`src/rtl/arb_pkg.sv`:
```
// -----------------------------------------------------------------------------
// arb_pkg
// Shared types and helpers for the request arbiter.
//   state_t  : arbiter FSM encoding (IDLE = no owner, GRANT = owner valid)
//   ARB_N    : default requester count
//   ID_W     : default requester index width
//   onehot() : index -> one-hot vector, sized for the largest supported N
// -----------------------------------------------------------------------------
package arb_pkg;

  localparam int ARB_N    = 4;
  localparam int ID_W     = $clog2(ARB_N);
  localparam int MAX_N    = 8;
  localparam int MAX_ID_W = 3;

  typedef enum logic [0:0] {
    ST_IDLE  = 1'b0,
    ST_GRANT = 1'b1
  } state_t;

  // Callers truncate the result to their own requester count.
  function automatic logic [MAX_N-1:0] onehot(input logic [MAX_ID_W-1:0] id);
    logic [MAX_N-1:0] v;
    v     = {MAX_N{1'b0}};
    v[id] = 1'b1;
    return v;
  endfunction

endpackage

```
`src/rtl/arb_pick.sv`:
```
// -----------------------------------------------------------------------------
// arb_pick
// Combinational winner selection over a candidate mask.
// Ports:
//   i_mask   in  N   candidate requesters
//   i_start  in  W   first index examined in round-robin mode
//   i_rr_en  in  1   1 = round-robin search from i_start, 0 = highest index wins
//   o_winner out W   selected index (0 when nothing is set)
//   o_any    out 1   at least one candidate was set
// -----------------------------------------------------------------------------
module arb_pick
  import arb_pkg::*;
#(
  parameter int N = ARB_N,
  parameter int W = ID_W
) (
  input  logic [N-1:0] i_mask,
  input  logic [W-1:0] i_start,
  input  logic         i_rr_en,
  output logic [W-1:0] o_winner,
  output logic         o_any
);

  localparam int W1 = W + 1;

  logic [W1-1:0] w_idx;
  logic          w_found;

  // Winner search: rotating scan in RR mode, last-set-wins scan in fixed mode.
  always_comb begin
    w_idx    = {W1{1'b0}};
    w_found  = 1'b0;
    o_winner = {W{1'b0}};
    if (i_rr_en) begin
      for (int k = 0; k < N; k++) begin
        // One extra bit so start+k never overflows before the wrap.
        w_idx = {1'b0, i_start} + W1'(k);
        if (w_idx >= W1'(N)) begin
          w_idx = w_idx - W1'(N);
        end else begin
          w_idx = w_idx;
        end
        if (!w_found && i_mask[w_idx[W-1:0]]) begin
          o_winner = w_idx[W-1:0];
          w_found  = 1'b1;
        end else begin
          w_found  = w_found;
        end
      end
    end else begin
      for (int k = 0; k < N; k++) begin
        if (i_mask[k]) begin
          o_winner = W'(k);
          w_found  = 1'b1;
        end else begin
          w_found  = w_found;
        end
      end
    end
    o_any = w_found;
  end

endmodule

```
`src/rtl/req_arbiter.sv`:
```
// -----------------------------------------------------------------------------
// req_arbiter
// Grants one of N requesters access to a shared resource. The grant is held
// while the owner keeps requesting, up to MAX_HOLD consecutive cycles, after
// which any other pending requester preempts it.
// Ports:
//   clk        in  1         rising-edge clock
//   rst_n      in  1         asynchronous active-low reset
//   req        in  N         level requests
//   rr_en      in  1         1 = round-robin, 0 = fixed priority (highest index)
//   gnt        out N         registered one-hot grant
//   gnt_id     out clog2(N)  index of current / last owner
//   gnt_valid  out 1         |gnt
//   preempt    out 1         one-cycle pulse when a grant is taken by timeout
// -----------------------------------------------------------------------------
module req_arbiter
  import arb_pkg::*;
#(
  parameter int N        = ARB_N,
  parameter int MAX_HOLD = 8
) (
  input  logic                 clk,
  input  logic                 rst_n,
  input  logic [N-1:0]         req,
  input  logic                 rr_en,
  output logic [N-1:0]         gnt,
  output logic [$clog2(N)-1:0] gnt_id,
  output logic                 gnt_valid,
  output logic                 preempt
);

  localparam int GW = $clog2(N);
  localparam int HW = $clog2(MAX_HOLD);

  localparam logic [HW-1:0] HOLD_LAST = HW'(MAX_HOLD - 1);
  localparam logic [GW-1:0] ID_LAST   = GW'(N - 1);

  state_t        r_state;
  logic [HW-1:0] r_hold_cnt;
  logic [GW-1:0] r_last;

  logic          w_own_req;
  logic          w_timeout;
  logic [N-1:0]  w_own_oh;
  logic [N-1:0]  w_mask;
  logic [GW-1:0] w_start;
  logic [GW-1:0] w_winner;
  logic          w_any;
  logic [N-1:0]  w_win_oh;

  state_t        w_state_nxt;
  logic [HW-1:0] w_hold_nxt;
  logic [GW-1:0] w_last_nxt;
  logic [N-1:0]  w_gnt_nxt;
  logic [GW-1:0] w_id_nxt;
  logic          w_pre_nxt;
  logic          w_take;

  assign w_own_req = req[gnt_id];
  assign w_timeout = (r_state == ST_GRANT) && w_own_req && (r_hold_cnt == HOLD_LAST);
  assign w_own_oh  = N'(onehot(MAX_ID_W'(gnt_id)));
  // On timeout the owner is removed from the candidates so someone else can win.
  assign w_mask    = w_timeout ? (req & ~w_own_oh) : req;
  // Reset value of r_last is N-1, so the first RR search starts at index 0.
  assign w_start   = (r_last == ID_LAST) ? {GW{1'b0}} : (r_last + GW'(1));
  assign w_win_oh  = N'(onehot(MAX_ID_W'(w_winner)));

  arb_pick #(
    .N (N),
    .W (GW)
  ) u_pick (
    .i_mask   (w_mask),
    .i_start  (w_start),
    .i_rr_en  (rr_en),
    .o_winner (w_winner),
    .o_any    (w_any)
  );

  // FSM next-state: hold, release/re-arbitrate, or timeout/preempt.
  always_comb begin
    w_state_nxt = r_state;
    w_hold_nxt  = r_hold_cnt;
    w_last_nxt  = r_last;
    w_gnt_nxt   = gnt;
    w_id_nxt    = gnt_id;
    w_pre_nxt   = 1'b0;
    w_take      = 1'b0;
    case (r_state)
      ST_IDLE: begin
        if (w_any) begin
          w_take    = 1'b1;
        end else begin
          w_gnt_nxt = {N{1'b0}};
        end
      end
      ST_GRANT: begin
        if (!w_own_req) begin
          // Release: hand over on the same edge when anyone else is waiting.
          if (w_any) begin
            w_take      = 1'b1;
          end else begin
            w_gnt_nxt   = {N{1'b0}};
            w_state_nxt = ST_IDLE;
            w_hold_nxt  = {HW{1'b0}};
          end
        end else if (r_hold_cnt != HOLD_LAST) begin
          w_hold_nxt = r_hold_cnt + HW'(1);
        end else begin
          // Timeout: preempt if possible, otherwise the sole owner restarts its window.
          if (w_any) begin
            w_take     = 1'b1;
            w_pre_nxt  = 1'b1;
          end else begin
            w_hold_nxt = {HW{1'b0}};
          end
        end
      end
      default: begin
        w_state_nxt = ST_IDLE;
        w_gnt_nxt   = {N{1'b0}};
        w_hold_nxt  = {HW{1'b0}};
      end
    endcase
    if (w_take) begin
      w_state_nxt = ST_GRANT;
      w_gnt_nxt   = w_win_oh;
      w_id_nxt    = w_winner;
      w_last_nxt  = w_winner;
      w_hold_nxt  = {HW{1'b0}};
    end else begin
      w_state_nxt = w_state_nxt;
    end
  end

  // State and output registers.
  always_ff @(posedge clk or negedge rst_n) begin
    if (!rst_n) begin
      r_state    <= ST_IDLE;
      r_hold_cnt <= {HW{1'b0}};
      r_last     <= ID_LAST;
      gnt        <= {N{1'b0}};
      gnt_id     <= {GW{1'b0}};
      gnt_valid  <= 1'b0;
      preempt    <= 1'b0;
    end else begin
      r_state    <= w_state_nxt;
      r_hold_cnt <= w_hold_nxt;
      r_last     <= w_last_nxt;
      gnt        <= w_gnt_nxt;
      gnt_id     <= w_id_nxt;
      gnt_valid  <= |w_gnt_nxt;
      preempt    <= w_pre_nxt;
    end
  end

endmodule
```
`config.mk`:
```
export PLATFORM = sky130hd
export DESIGN_NAME = req_arbiter
export DESIGN_NICKNAME = d
export VERILOG_FILES = /design/src/rtl/arb_pkg.sv /design/src/rtl/arb_pick.sv /design/src/rtl/req_arbiter.sv
export SDC_FILE = /design/constraint.sdc
export NUM_CORES = 1
export LEC_CHECK = 0
export CAP_MARGIN = 10
export CORE_MARGIN = 5
export CORE_UTILIZATION = 56
export CTS_CLUSTER_DIAMETER = 30
export DETAILED_ROUTE_END_ITERATION = 10
export HOLD_SLACK_MARGIN = 0.08
export PLACE_DENSITY = 0.82
export SYNTH_ARGS = -nofsm -noshare
export SYNTH_HDL_FRONTEND = slang
export SYNTH_SLANG_ARGS = --single-unit
```
`constraint.sdc`:
```
create_clock -name clk -period 5.4 [get_ports clk]
set_input_delay 1.35 -clock clk [delete_from_list [all_inputs] [get_ports clk]]
set_output_delay 1.35 -clock clk [all_outputs]
set_load 0.05 [all_outputs]
```
After elaboration in Yosys (flattened, before gate mapping)
Index checks and enable logic that the tools add are counted.
{ "word_totals": {"register_bits": 14, "output_inout_bits": 8} }
{ "classes": {"n_addsub": 9, "n_lt_le_gt_ge": 13, "eq_ne": 3, "mux": 62, "bitwise": 3, "reduce_logical": 12} }
{ "op_table": {"columns": ["operator", "n"], "rows": [
  ["$mux 2", 16],
  ["$mux 1", 28],
  ["$mux 4", 4],
  ["$lt 2x3->1 const B", 5],
  ["$mux 3", 5],
  ["$bmux 1 s2", 5],
  ["$ge 3x3->1 const B", 3],
  ["$lt 2x4->1 const B", 2],
  ["$pmux 4 s2", 1],
  ["$sub 2x1->2 const B", 4],
  ["$logic_and 1x1->1", 7],
  ["$add 2x2->3 const B", 2],
  ["$and 4x4->4", 1],
  ["$demux 1 s2", 2],
  ["$ge 2x1->1 const B", 2],
  ["$not 4->4", 1],
  ["$reduce_or 4->1", 1],
  ["$add 2x1->3 const B", 1],
  ["$add 3x1->3 const B", 1],
  ["$eq 3x3->1 const B", 1],
  ["$ge 2x3->1 const B", 1],
  ["$logic_not 1->1", 3],
  ["$ne 3x3->1 const B", 1],
  ["$add 2x1->2 const B", 1],
  ["other kinds (4)", 4]
]} }

Longest topological paths before layout
Gate-level depths: netlist of run 1.
{ "depth": {"word_depth": 29, "depth_mapped": 9, "mapped_depth_nobuf": 8} }

By module
From an unflattened synthesis of run 1, not the netlist that was laid out.
{ "unflattened": {"hier_cells": 69, "hier_area_um2": 774.5} }
{ "modules_own_cells": {"columns": ["module", "n_inst", "cells_per_inst", "area_per_inst_um2", "seq_area_each_um2"], "rows": [
  ["req_arbiter", 1, 51, 671.9, 352.8],
  ["arb_pick", 1, 18, 102.6, 0.0]
]} }

Least setup slack after synthesis of run 1
OpenSTA, ideal clock, no wires.
{ "synth_timing": {"kind": "input port to flip-flop", "from": "input req[1]", "to": "register gnt[0]", "setup_time_ns": 0.129, "arrival_time_ns": 2.777, "required_time_ns": 5.271, "path_slack_ns": 2.493, "cell_stages": 6, "path_buffers": 0, "path_cell_list": "mux2_4 -> o22a_1 -> or4_4 -> a221oi_4 -> or2b_2 -> o31ai_1"} }
{ "synth_via": {"elab_chain_cells": 26} }
{ "synth_rtl": {"columns": ["item", "line_no", "source"], "rows": [
  ["from (decl)", "req_arbiter.sv:24", "input logic [N-1:0] req,"],
  ["$bmux 1 s2", "req_arbiter.sv:59", "assign w_own_req = req[gnt_id];"],
  ["$mux 1 (implied by the code)", "req_arbiter.sv:59", null],
  ["$logic_and 1x1->1 (2 in series)", "req_arbiter.sv:60", "assign w_timeout = (r_state == ST_GRANT) && w_own_req && (r_hold_cnt == HOLD_LAST);"],
  ["$mux 4", "req_arbiter.sv:63", "assign w_mask = w_timeout ? (req & ~w_own_oh) : req;"],
  ["$bmux 1 s2", "arb_pick.sv:43", "if (!w_found && i_mask[w_idx[W-1:0]]) begin"],
  ["$mux 1 (implied by the code)", "arb_pick.sv:43", null],
  ["$mux 1", "arb_pick.sv:43", null],
  ["$mux 1", "arb_pick.sv:34", "if (i_rr_en) begin"],
  ["[... 10 more ...]", null, null],
  ["$mux 2 / $mux 1 (equally long branches)", "arb_pick.sv:43", null],
  ["$mux 2 / $mux 1 (equally long branches)", "arb_pick.sv:34", null],
  ["$lt 2x4->1 (implied by the code), or another cell as far along", "arb_pkg.sv:25", "v[id] = 1'b1;"],
  ["$logic_and 1x1->1 (implied by the code) / $mux 1 (equally long branches)", "arb_pkg.sv:25, req_arbiter.sv:106", null],
  ["$mux 1, on equally long branches", "arb_pkg.sv:25, req_arbiter.sv:97", null],
  ["$demux 1 s2 / $pmux 1 s2 (equally long branches)", "arb_pkg.sv:25, req_arbiter.sv:88", null],
  ["$mux 4 (*)", "req_arbiter.sv:124", "if (w_take) begin"],
  ["via w_gnt_nxt[0]", "req_arbiter.sv:54", "logic [N-1:0] w_gnt_nxt;"],
  ["to (signal assigned)", "req_arbiter.sv:141", "gnt <= {N{1'b0}};"],
  ["to (signal assigned)", "req_arbiter.sv:149", "gnt <= w_gnt_nxt;"],
  ["to (decl)", "req_arbiter.sv:26", "output logic [N-1:0] gnt,"]
]} }
The timed path passes the listed nets; every way through them passes the cells marked *. The select of a mux whose other input is x is not followed.
A chain may end at the register's enable or synchronous reset.

Worst setup path in the final report of run 1
{ "layout_timing": {"from": "input req[1]", "to": "register r_last[1]"} }
{ "layout_via": {"elab_chain_cells": 25} }
{ "layout_rtl": {"columns": ["item", "line_no", "source"], "rows": [
  ["$bmux 1 s2", "req_arbiter.sv:59", null],
  ["$mux 1 (implied by the code)", "req_arbiter.sv:59", null],
  ["$logic_and 1x1->1 (2 in series)", "req_arbiter.sv:60", null],
  ["$mux 4", "req_arbiter.sv:63", null],
  ["$bmux 1 s2", "arb_pick.sv:43", null],
  ["$mux 1 (implied by the code)", "arb_pick.sv:43", null],
  ["$mux 1", "arb_pick.sv:43", null],
  ["$mux 1", "arb_pick.sv:34", null],
  ["[... 8 more ...]", null, null],
  ["$logic_not 1->1", "arb_pick.sv:43", null],
  ["$logic_and 1x1->1", "arb_pick.sv:43", null],
  ["$mux 1", "arb_pick.sv:43", null],
  ["$mux 1", "arb_pick.sv:34", null],
  ["$mux 1", "req_arbiter.sv:90, req_arbiter.sv:99, req_arbiter.sv:110", null],
  ["$mux 1", "req_arbiter.sv:106", "end else if (r_hold_cnt != HOLD_LAST) begin"],
  ["$mux 1", "req_arbiter.sv:97", "if (!w_own_req) begin"],
  ["$pmux 1 s2", "req_arbiter.sv:88", "case (r_state)"],
  ["to (signal assigned)", "req_arbiter.sv:148", "r_last <= w_last_nxt;"],
  ["to (decl)", "req_arbiter.sv:40", "logic [GW-1:0] r_last;"]
]} }
Several ways; a longest one is shown, not always the timed one. The select of a mux whose other input is x is not followed.

==> impl_results.md, run 1 <==
* Mapped Cells at 102
* Ys async rst share at 1.00
* Fin crit share at 0.619
* Post-DR wirelength/cell at 16.7 µm
* Placeable Area at 1710 µm²
* Root buffer cell: clkbuf_4
* Clock skew at 0.0171 ns
* Simple-Gate Fraction of Synth Area at 0.256
* Number of library cell types mapped by synthesis at 44
* Clk buf depth at 2
* Initial DRC count at 57
* Synth Area in Compound Gates at 0.239
* Min-delay worst type: reg -> reg
* Max-slew violations at 0
* Synth top area cells: dfrtp_1 (30%), dfstp_2 (5.2%), mux4_2 (4.5%)
* CTS tree: yes
* Die area at 2740 µm²
* Delay of the slowest critical-path stage at 0.50 ns
* Vias per inst at 6.40
* Max Freq at 299 MHz
* Seq/Total Area, Yosys at 0.352
* Crit path DAT at 3.56 ns
* Setup_tns at 0 ns
* Largest fanout on the critical path at 7
* Post-route ant nets at 0
* 1st-pass router iterations at 4
* Cell Chain, Critical Path: clkdlybuf4s50_1, mux2_4, o22a_1, or4_4, a221oi_4, or2b_2, a22o_1
* Post-synth EDFFs at 0
* Layout area overhead at 17.3%
* DRT met1 WL at 1020 µm
* Initial Util at 0.588
* Largest family of logic cells by synthesized area: simple AND/OR/NAND/NOR gates
* Worst slew margin at 0.577
* DRT Wirelength at 2360 µm
* Global-route wire length before repair at 3920 µm
* Uppermost routed layer: met3
* RD Place Congestion at 0.979
* CP startpoint kind: primary input
* Synth warn at 0
* Status: complete, no violations
* Die height at 52.3 µm
* Most frequent cells in the layout: clkdlybuf4s50_1 (14), dfrtp_1 (12), nand2_1 (11)
* CTS clock-pin slew for the worst setup and hold paths at 0.07 ns
* Remaining DRCs at 0
* Share of cells above drive strength 1 at 0.112
* Nets at 127
* Met3 routed wirelength at 222 µm
* HPWL Detailed at 1740 µm
* Tmin final at 3.34 ns
* Cell Area, Synth at 1000 µm²
* Final hold slack at 0.487 ns
* Gr ovfl total at 0
* Ports at 15
* CTS Buf Count at 3
* CP endpoint kind: flop
* Initial antenna violation count at 0
* Post-synthesis net count at 112
* Antenna diode count at 0
* Met2 Wirelength at 1120 µm
* Setup-failing EPs final at 0
* Fill cells at 137
* Sink Count at 14
* Via Count at 903
* Post-Synth Adder-Cell Area at 0.0374
* Slowest CP cell: clkdlybuf4s50_1
* GR Util All Layers at 0.189
* Die width at 52.3 µm
* Most used DFF post-synth: dfrtp_1
* WP data required at 5.62 ns
* Synthesized flop and latch total at 14
* Largest net degree at the start of global routing at 15
* Hold Buf Count CTS at 0
* Most common cell after layout, fill and taps aside: clkdlybuf4s50_1
* Synth area leader: dfrtp_1
* DP Cell Count at 137
* Synth top area share at 0.299
* Number of global-route vias before repair at 838
* Setup bufs post-CTS at 0
* Port bufs at 14
* Slew @ Worst Pin at 0.632 ns
* Post-synthesis mux area share at 0.0698
* Finished Core Util at 0.689
* Xor/xnor cell area share of the yosys netlist at 0
* Non-Filler Instances at 141
* Post-CTS Resized at 0
* Pwr per Cell Area at 582 nW/µm²
* Peak VDD IR at 0.414 mV
* RSZ-0062 raised after global routing: no
* Row cnt at 15
* Max_cap viols at 0
* Final Hold Violating Endpoints at 0
* Clk Latency, worst-skew pair at 0.29 ns
* CTS H-tree lvls at 1
* Mapped Avg Cell Area at 9.84 µm²
* Worst Setup Path Type: in -> reg
* Lkg Pwr at 0.487 nW
-- path summary, 6_finish.rpt --
path / slack (ns) / start / depth (start not counted) / endpoint
min: 0.49 / r_hold_cnt[0]$_DFFE_PN0P_ / 1 / r_hold_cnt[0]$_DFFE_PN0P_
max reg2reg: 2.64 / r_hold_cnt[0]$_DFFE_PN0P_ / 8 / r_last[1]$_DFFE_PN1N_
max: 2.06 / req[1] / 7 / r_last[1]$_DFFE_PN1N_
max in group asynchronous: 3.54 / rst_n / 1 / gnt_id[0]$_DFFE_PN0N_
min in group asynchronous: 1.44 / rst_n / 1 / preempt$_DFF_PN0_
min reg2reg: 0.49 / r_hold_cnt[0]$_DFFE_PN0P_ / 1 / r_hold_cnt[0]$_DFFE_PN0P_
-- sequential cells by signal (all words and copies together) (netlist names) --
signal and flops:
gnt_valid 1, gnt_id 2, r_hold_cnt 3, gnt 4, preempt 1, r_state 1, r_last 2
-- kinds of logic (layout without fill, tap and decap cells) --
| family | Yosys count | count (layout) |
|---|---|---|
| compound gates | 29 | 29 |
| buf+inv | 10 | 24 |
| fa+ha+maj | 3 | 3 |
| simple gates | 42 | 42 |
| flops | 14 | 14 |
| mux | 4 | 4 |
-- synth_stat cells, types with 2 or more instances --
master	number
mux4_2	2
dfstp_2	2
inv_1	6
nand4b_1	2
a22o_1	2
and3_1	2
nand2b_1	3
o21ai_0	2
a21o_1	3
ha_1	3
o211ai_1	3
nand2_1	11
o21ai_1	3
nand3b_1	2
o221ai_1	3
nor2_1	5
dfrtp_1	12
o31ai_1	3
nor4_1	2
a32o_1	2
nor3_1	2
buf_4	2
nand3_1	2
and2_1	3
-- metal layers --
metal  up-vias  GRT usage
met3         0     0.0541
met4         0     0.0298
li1        425          -
met2        44      0.306
met5         -          0
met1       434      0.253
-- cell type report --
cell class	instances	area, µm²	area share
well taps	25	31.3	0.0266
flip-flops and latches	14	353	0.300
clock buffers	4	26.3	0.0223
multi-input cells	78	604	0.513
repair buffers	14	140	0.119
inverters	6	22.5	0.0191
-- worst max-delay path, delay by kind of cell --
kind | cells | cell delay, ns
AND/OR/NAND/NOR | 2 | 0.68
multiplexers | 1 | 0.32
AO/OA/AOI/OAI | 3 | 0.70
buffers and inverters | 1 | 0.50
-- where the power goes --
part / total, mW / switching [mW] / internal, mW / leakage (nW)
clock network: 0.0618 / 0.0332 / 0.0287 / 0.0150
logic: 0.421 / 0.248 / 0.173 / 0.302
registers: 0.202 / 0.0499 / 0.152 / 0.170
total: 0.685 / 0.331 / 0.353 / 0.487
-- stage by stage --
stage	area [µm²]	setup WS (ns)	total power, mW
final	1180	2.06	0.685
after global routing	1180	1.98	0.729
after CTS	1180	2.09	0.686
after detailed placement	1150	1.80	0.622
after global placement	1150	1.89	0.612
after floorplan	1000	2.49	0.517
No activity file was read; power rests on OpenSTA's default activity.
==> run 2, diff against run 1 <==
- CORE_UTILIZATION: 56 -> 52
- PLACE_DENSITY: 0.82 -> 0.77
- clock period: 5.4 -> 3.24 ns (I/O delays scaled with it)
==> run 2 against run 1 <==
  * Die area grew 6.2%
  * Design area grew 0.64%
  * Power grew 68%
  * Register-to-register slack lost 2.1 ns
  * Worst setup slack lost 1.6 ns
  * Clock skew shrank 0.0095 ns
  * Sequential cell count is the same
  * Utilization shrank 2.5 points
  * Count of clock-buffer cells in the layout is the same
  * Non-clock buffer count grew 1
  * Wire length shrank 0.76%
  * Critical path type unchanged
  * Largest cell class unchanged
  * Highest routed layer is now met4
==> impl_results.md, run 2 (same netlist as run 1, synthesis figures left out) <==
* Status: complete, no violations
* Worst Setup Path Type: in -> reg
* Largest regs: gnt x4, r_hold_cnt x3
* Most common cell after layout, fill and taps aside: clkdlybuf4s50_1
* Most frequent cells in the layout: clkdlybuf4s50_1 (14), dfrtp_1 (12), nand2_1 (11)
* Post-route ant nets at 0 (unchanged)
* Die height at 53.9 µm (+3.1%)
* Clk Latency, worst-skew pair at 0.28 ns (about the same)
* DRT Wirelength at 2340 µm (-0.76%)
* Met2 Wirelength at 1080 µm (-3.6%)
* Largest net degree at the start of global routing at 15 (unchanged)
* Global-route wire length before repair at 3970 µm (+1.4%)
* Fin crit share at 0.856
* Crit path DAT at 2.99 ns (-0.57 ns)
* Root buffer cell: clkbuf_4
* Initial DRC count at 20 (-65%)
* Setup bufs post-CTS at 0 (unchanged)
* CTS tree: yes
* Most flops, register: gnt
* Met3 routed wirelength at 173 µm (-22%)
* WP data required at 3.46 ns (-2.16 ns)
* CTS clock-pin slew for the worst setup and hold paths at 0.07 ns (about the same)
* Nets at 128 (+0.79%)
* Pwr per Cell Area at 972 nW/µm² (+67%)
* Post-CTS Resized at 0 (unchanged)
* Remaining DRCs at 0 (unchanged)
* CP endpoint kind: flop
* Layout area overhead at 18.1%
* Vias per inst at 6.38 (-0.37%)
* Max_cap viols at 0 (unchanged)
* Max Freq at 360 MHz
* Clock skew at 0.00761 ns (-0.00949 ns)
* Tmin final at 2.77 ns
* Largest fanout on the critical path at 7 (unchanged)
* Ports at 15 (unchanged)
* CTS H-tree lvls at 1 (unchanged)
* Share of cells above drive strength 1 at 0.120 (+0.00759)
* Gr ovfl total at 0 (unchanged)
* Non-Filler Instances at 142 (+0.71%)
* Row cnt at 15 (unchanged)
* Clk buf depth at 2 (unchanged)
* RSZ-0062 raised after global routing: no
* HPWL Detailed at 1790 µm (+2.6%)
* Initial Util at 0.563 (-0.0247)
* Min-delay worst type: reg -> reg
* DRT met1 WL at 1070 µm (+5.6%)
* Uppermost routed layer: met4
* RD Place Congestion at 0.940 (-4.0%)
* Hold Buf Count CTS at 0 (unchanged)
* Worst slew margin at 0.579 (+0.00232)
* Initial antenna violation count at 0 (unchanged)
* Port bufs at 14 (unchanged)
* CTS Buf Count at 3 (unchanged)
* Placed instance area at 1160 µm² (+0.65%)
* Die area at 2910 µm² (+6.2%)
* Lkg Pwr at 0.492 nW (+0.98%)
* 1st-pass router iterations at 6 (+2)
* DP Cell Count at 138 (+0.73%)
* Number of global-route vias before repair at 898 (+7.2%)
* Final Hold Violating Endpoints at 0 (unchanged)
* Pwr Total at 1.15 mW (+68%)
* Max reg flops at 4 (unchanged)
* Setup-failing EPs final at 0 (unchanged)
* GR Util All Layers at 0.190 (+0.000653)
* Placeable Area at 1780 µm² (+4.4%)
* Via Count at 906 (+0.33%)
* Max-slew violations at 0 (unchanged)
* Sink Count at 14 (unchanged)
* Post-DR wirelength/cell at 16.5 µm (-1.5%)
* Setup_tns at 0 ns (unchanged)
* Cell area after layout at 1180 µm² (+0.64%)
* Slew @ Worst Pin at 0.628 ns (-0.00346 ns)
* Antenna diode count at 0 (unchanged)
* CP startpoint kind: primary input
* Die width at 53.9 µm (+3.1%)
* Peak VDD IR at 0.552 mV (+33%)
[run 2: cell count changes in the layout (fill, tap and decap cells not counted)]
cell	previous run	this run
buf_4	0	1
[run 2: layout make-up]
cell class | instances | area, µm²
Sequential cell | 14 | 353
Inverter | 6 | 22.5
Clock buffer | 4 | 26.3
Multi-Input combinational cell | 78 | 604
Tap cell | 25 | 31.3
Fill cell | 146 | 598
Timing Repair Buffer | 15 | 148
[run 2: routing by layer]
metal	global-route usage	vias up
li1	-	430
met1	0.245	443
met2	0.298	31
met3	0.0693	2
met4	0.0468	0
met5	0	-
[run 2: worst max-delay path: stages]
cell and delay (ns):
clkdlybuf4s50_1 0.52, mux2_4 0.33, o22a_1 0.18, or4_4 0.43, a221oi_4 0.35, or2b_2 0.23
a22o_1 0.14
[run 2: per-stage QoR]
stage	hold slack, ns	util	setup WS [ns]
2_1_floorplan	0.457	-	0.791
3_3_place_gp	0.478	0.650	0.247
3_5_place_dp	0.478	0.650	0.190
4_1_cts	0.490	0.665	0.485
5_1_grt	0.507	0.665	0.365
6_report	0.486	0.665	0.466
[run 2: power breakdown]
group	internal [mW]	switching, mW
Combinational	0.298	0.415
Sequential	0.253	0.0842
Clock	0.0478	0.0539
Total	0.599	0.553
[run 2: final timing paths]
| kind | slack (ns) | from | depth (start not counted) | endpoint |
|---|---|---|---|---|
| min in group asynchronous | 0.89 | rst_n | 1 | r_state$_DFF_PN0_ |
| worst max register to register | 0.57 | r_hold_cnt[0]$_DFFE_PN0P_ | 8 | r_last[1]$_DFFE_PN1N_ |
| worst min register to register | 0.49 | r_hold_cnt[0]$_DFFE_PN0P_ | 1 | r_hold_cnt[0]$_DFFE_PN0P_ |
| max in group asynchronous | 1.95 | rst_n | 1 | r_hold_cnt[2]$_DFFE_PN0P_ |
| worst min-delay path | 0.49 | r_hold_cnt[0]$_DFFE_PN0P_ | 1 | r_hold_cnt[0]$_DFFE_PN0P_ |
| worst max-delay path | 0.47 | req[1] | 7 | r_last[1]$_DFFE_PN1N_ |
==> run 3, diff against run 2 <==
- CORE_UTILIZATION: 52 -> 55
- CTS_BUF_LIST: not set -> sky130_fd_sc_hd__clkbuf_4 sky130_fd_sc_hd__clkbuf_8
- PLACE_DENSITY: 0.77 -> 0.81
==> run 3 against run 2 <==
  * Maximum frequency is 1.8% lower
  * Sequential power grew 1%
  * Count of clock-buffer cells in the layout stayed put
  * Sequential share of layout area grew 0.095 points
  * Global-route usage rose by 1.7 points
  * Combinational power down 0.6%
  * Sequential cell count unchanged
  * Utilization increased by 1.9 points
  * Cell count down 0.70%
  * Hold slack lost 0.0050 ns
  * Die area down 4.5%
  * Power up 0.99%
==> impl_results.md, run 3 (same netlist as run 1, synthesis figures left out) <==
* Status: complete, no violations
* Tmin final at 2.82 ns (+0.0501 ns)
* Antenna diode count at 0 (unchanged)
* Slowest CP cell: clkdlybuf4s50_1
* Setup slack, reg-to-reg at 0.46 ns (-0.11 ns)
* Delay of the slowest critical-path stage at 0.52 ns (about the same)
* Row cnt at 15 (unchanged)
* Die area at 2780 µm² (-4.5%)
* Remaining DRCs at 0 (unchanged)
* Min-delay worst type: reg -> reg
* RSZ-0062 raised after global routing: no
* Fin crit share at 0.872 (+0.0155)
* Post-CTS Resized at 0 (unchanged)
* Die height at 52.7 µm (-2.3%)
* CTS Buf Count at 3 (unchanged)
* Setup_tns at 0 ns (unchanged)
* WP data required at 3.40 ns (-0.06 ns)
* Max_cap viols at 0 (unchanged)
* Finished Core Util at 0.684 (+0.0195)
* Root buffer cell: clkbuf_4
* Via Count at 926 (+2.2%)
* Hold Buf Count CTS at 0 (unchanged)
* Critical R2R Capture: gnt_valid$_DFF_PN0_
* RD Place Congestion at 0.951 (+1.1%)
* Worst Setup Path Type: in -> reg
* Largest regs: gnt x4, r_hold_cnt x3
* Cells on worst reg2reg path at 8 (unchanged)
* Gr ovfl total at 0 (unchanged)
* Setup-failing EPs final at 0 (unchanged)
* Final Hold Violating Endpoints at 0 (unchanged)
* Critical R2R Launch: r_hold_cnt[0]$_DFFE_PN0P_
* Clk Latency, worst-skew pair at 0.28 ns (about the same)
* Peak VDD IR at 0.737 mV (+34%)
* CTS tree: yes
* 1st-pass router iterations at 4 (-2)
* Post-DR wirelength/cell at 17.7 µm (+7.6%)
* Cell Chain, Critical Path: clkdlybuf4s50_1, mux2_4, o22a_1, or4_4, a221oi_4, or2b_2, o21ai_1
* HPWL Detailed at 1870 µm (+4.8%)
* Nets at 127 (-0.78%)
* Setup bufs post-CTS at 0 (unchanged)
* Vias per inst at 6.57 (+2.9%)
* CP endpoint kind: flop
* Hold Crit Start: r_hold_cnt[0]$_DFFE_PN0P_
* Port bufs at 14 (unchanged)
* Global-route wire length before repair at 4170 µm (+4.9%)
* Lkg Pwr at 0.491 nW (-0.28%)
* Largest fanout on the critical path at 7 (unchanged)
* Most common cell after layout, fill and taps aside: clkdlybuf4s50_1
* Share of cells above drive strength 1 at 0.121 (+0.00103)
* Most flops, register: gnt
* Die width at 52.7 µm (-2.3%)
* Ports at 15 (unchanged)
* Post-route ant nets at 0 (unchanged)
* Slew @ Worst Pin at 0.673 ns (+0.0442 ns)
* Max reg flops at 4 (unchanged)
* Placeable Area at 1730 µm² (-3.2%)
* GR Util All Layers at 0.207 (+0.0174)
* Number of global-route vias before repair at 891 (-0.78%)
* Largest net degree at the start of global routing at 15 (unchanged)
* Max Freq at 354 MHz (-1.8%)
* CTS H-tree lvls at 1 (unchanged)
* Max-slew violations at 0 (unchanged)
* Initial DRC count at 39 (+95%)
* Layout area overhead at 17.7%
* Clk buf depth at 2 (unchanged)
* Final hold slack at 0.481 ns (-0.00501 ns)
* Worst slew margin at 0.550 (-0.0296)
* CTS clock-pin slew for the worst setup and hold paths at 0.07 ns (about the same)
* DRT Wirelength at 2500 µm (+6.9%)
* Pwr per Cell Area at 985 nW/µm² (+1.3%)
* Clock skew at 0.00475 ns (-0.00286 ns)
* Initial Util at 0.581 (+0.0184)
* Crit path DAT at 2.98 ns (about the same)
* Most frequent cells in the layout: clkdlybuf4s50_1 (14), dfrtp_1 (12), nand2_1 (11)
* CP startpoint: req[1]
* Sink Count at 14 (unchanged)
* End point of the critical path: gnt_valid$_DFF_PN0_
* Initial antenna violation count at 0 (unchanged)
* CP startpoint kind: primary input
[run 3: cell types whose count changed in the layout (fill, tap and decap cells not counted)]
cell and delta:
buf_4 -1, clkbuf_4 +1, clkbuf_1 -1
[run 3: worst max-delay path, delay by kind of cell]
kind	cells	cell delay [ns]
simple gates	2	0.67
compound gates	3	0.64
buf+inv	1	0.52
mux	1	0.33
[run 3: report_power, final]
group / switching [mW] / internal, mW / total [mW]
registers: 0.0896 / 0.253 / 0.342
clock network: 0.0548 / 0.0562 / 0.111
logic: 0.422 / 0.289 / 0.710
[run 3: layout make-up]
| cell class | count | area, µm² |
|---|---|---|
| multi-input combinational | 78 | 604 |
| clock buffer | 4 | 30.0 |
| fill | 144 | 546 |
| inverter | 6 | 22.5 |
| timing repair buffer | 14 | 140 |
| sequential | 14 | 353 |
| tap | 25 | 31.3 |
[run 3: routing by layer]
| layer | vias to the layer above | wire length, µm | GRT usage |
|---|---|---|---|
| li1 | 424 | - | - |
| met1 | 440 | 1040 | 0.256 |
| met2 | 58 | 1220 | 0.339 |
| met3 | 4 | 207 | 0.0627 |
| met4 | 0 | 25 | 0.0681 |
| met5 | - | 0 | 0 |
[run 3: through the flow]
stage / std cells / setup WS, ns / cell area (µm²) / total power, mW
global route: 141 / 0.341 / 1180 / 1.24
CTS: 141 / 0.433 / 1180 / 1.16
global placement: 137 / 0.241 / 1150 / 1.02
detailed placement: 137 / 0.136 / 1150 / 1.05
finish: 141 / 0.416 / 1180 / 1.16
floorplan: 102 / 0.791 / 1000 / 0.861
[run 3: how the worst min path moves through the flow]
stage | cells past startpoint | end
detailed placement | 1 | r_hold_cnt[0]$_DFFE_PN0P_
global placement | 1 | r_hold_cnt[0]$_DFFE_PN0P_
CTS | 1 | r_hold_cnt[0]$_DFFE_PN0P_
floorplan | 1 | r_hold_cnt[0]$_DFFE_PN0P_
finish | 1 | r_hold_cnt[0]$_DFFE_PN0P_
global route | 1 | r_hold_cnt[0]$_DFFE_PN0P_
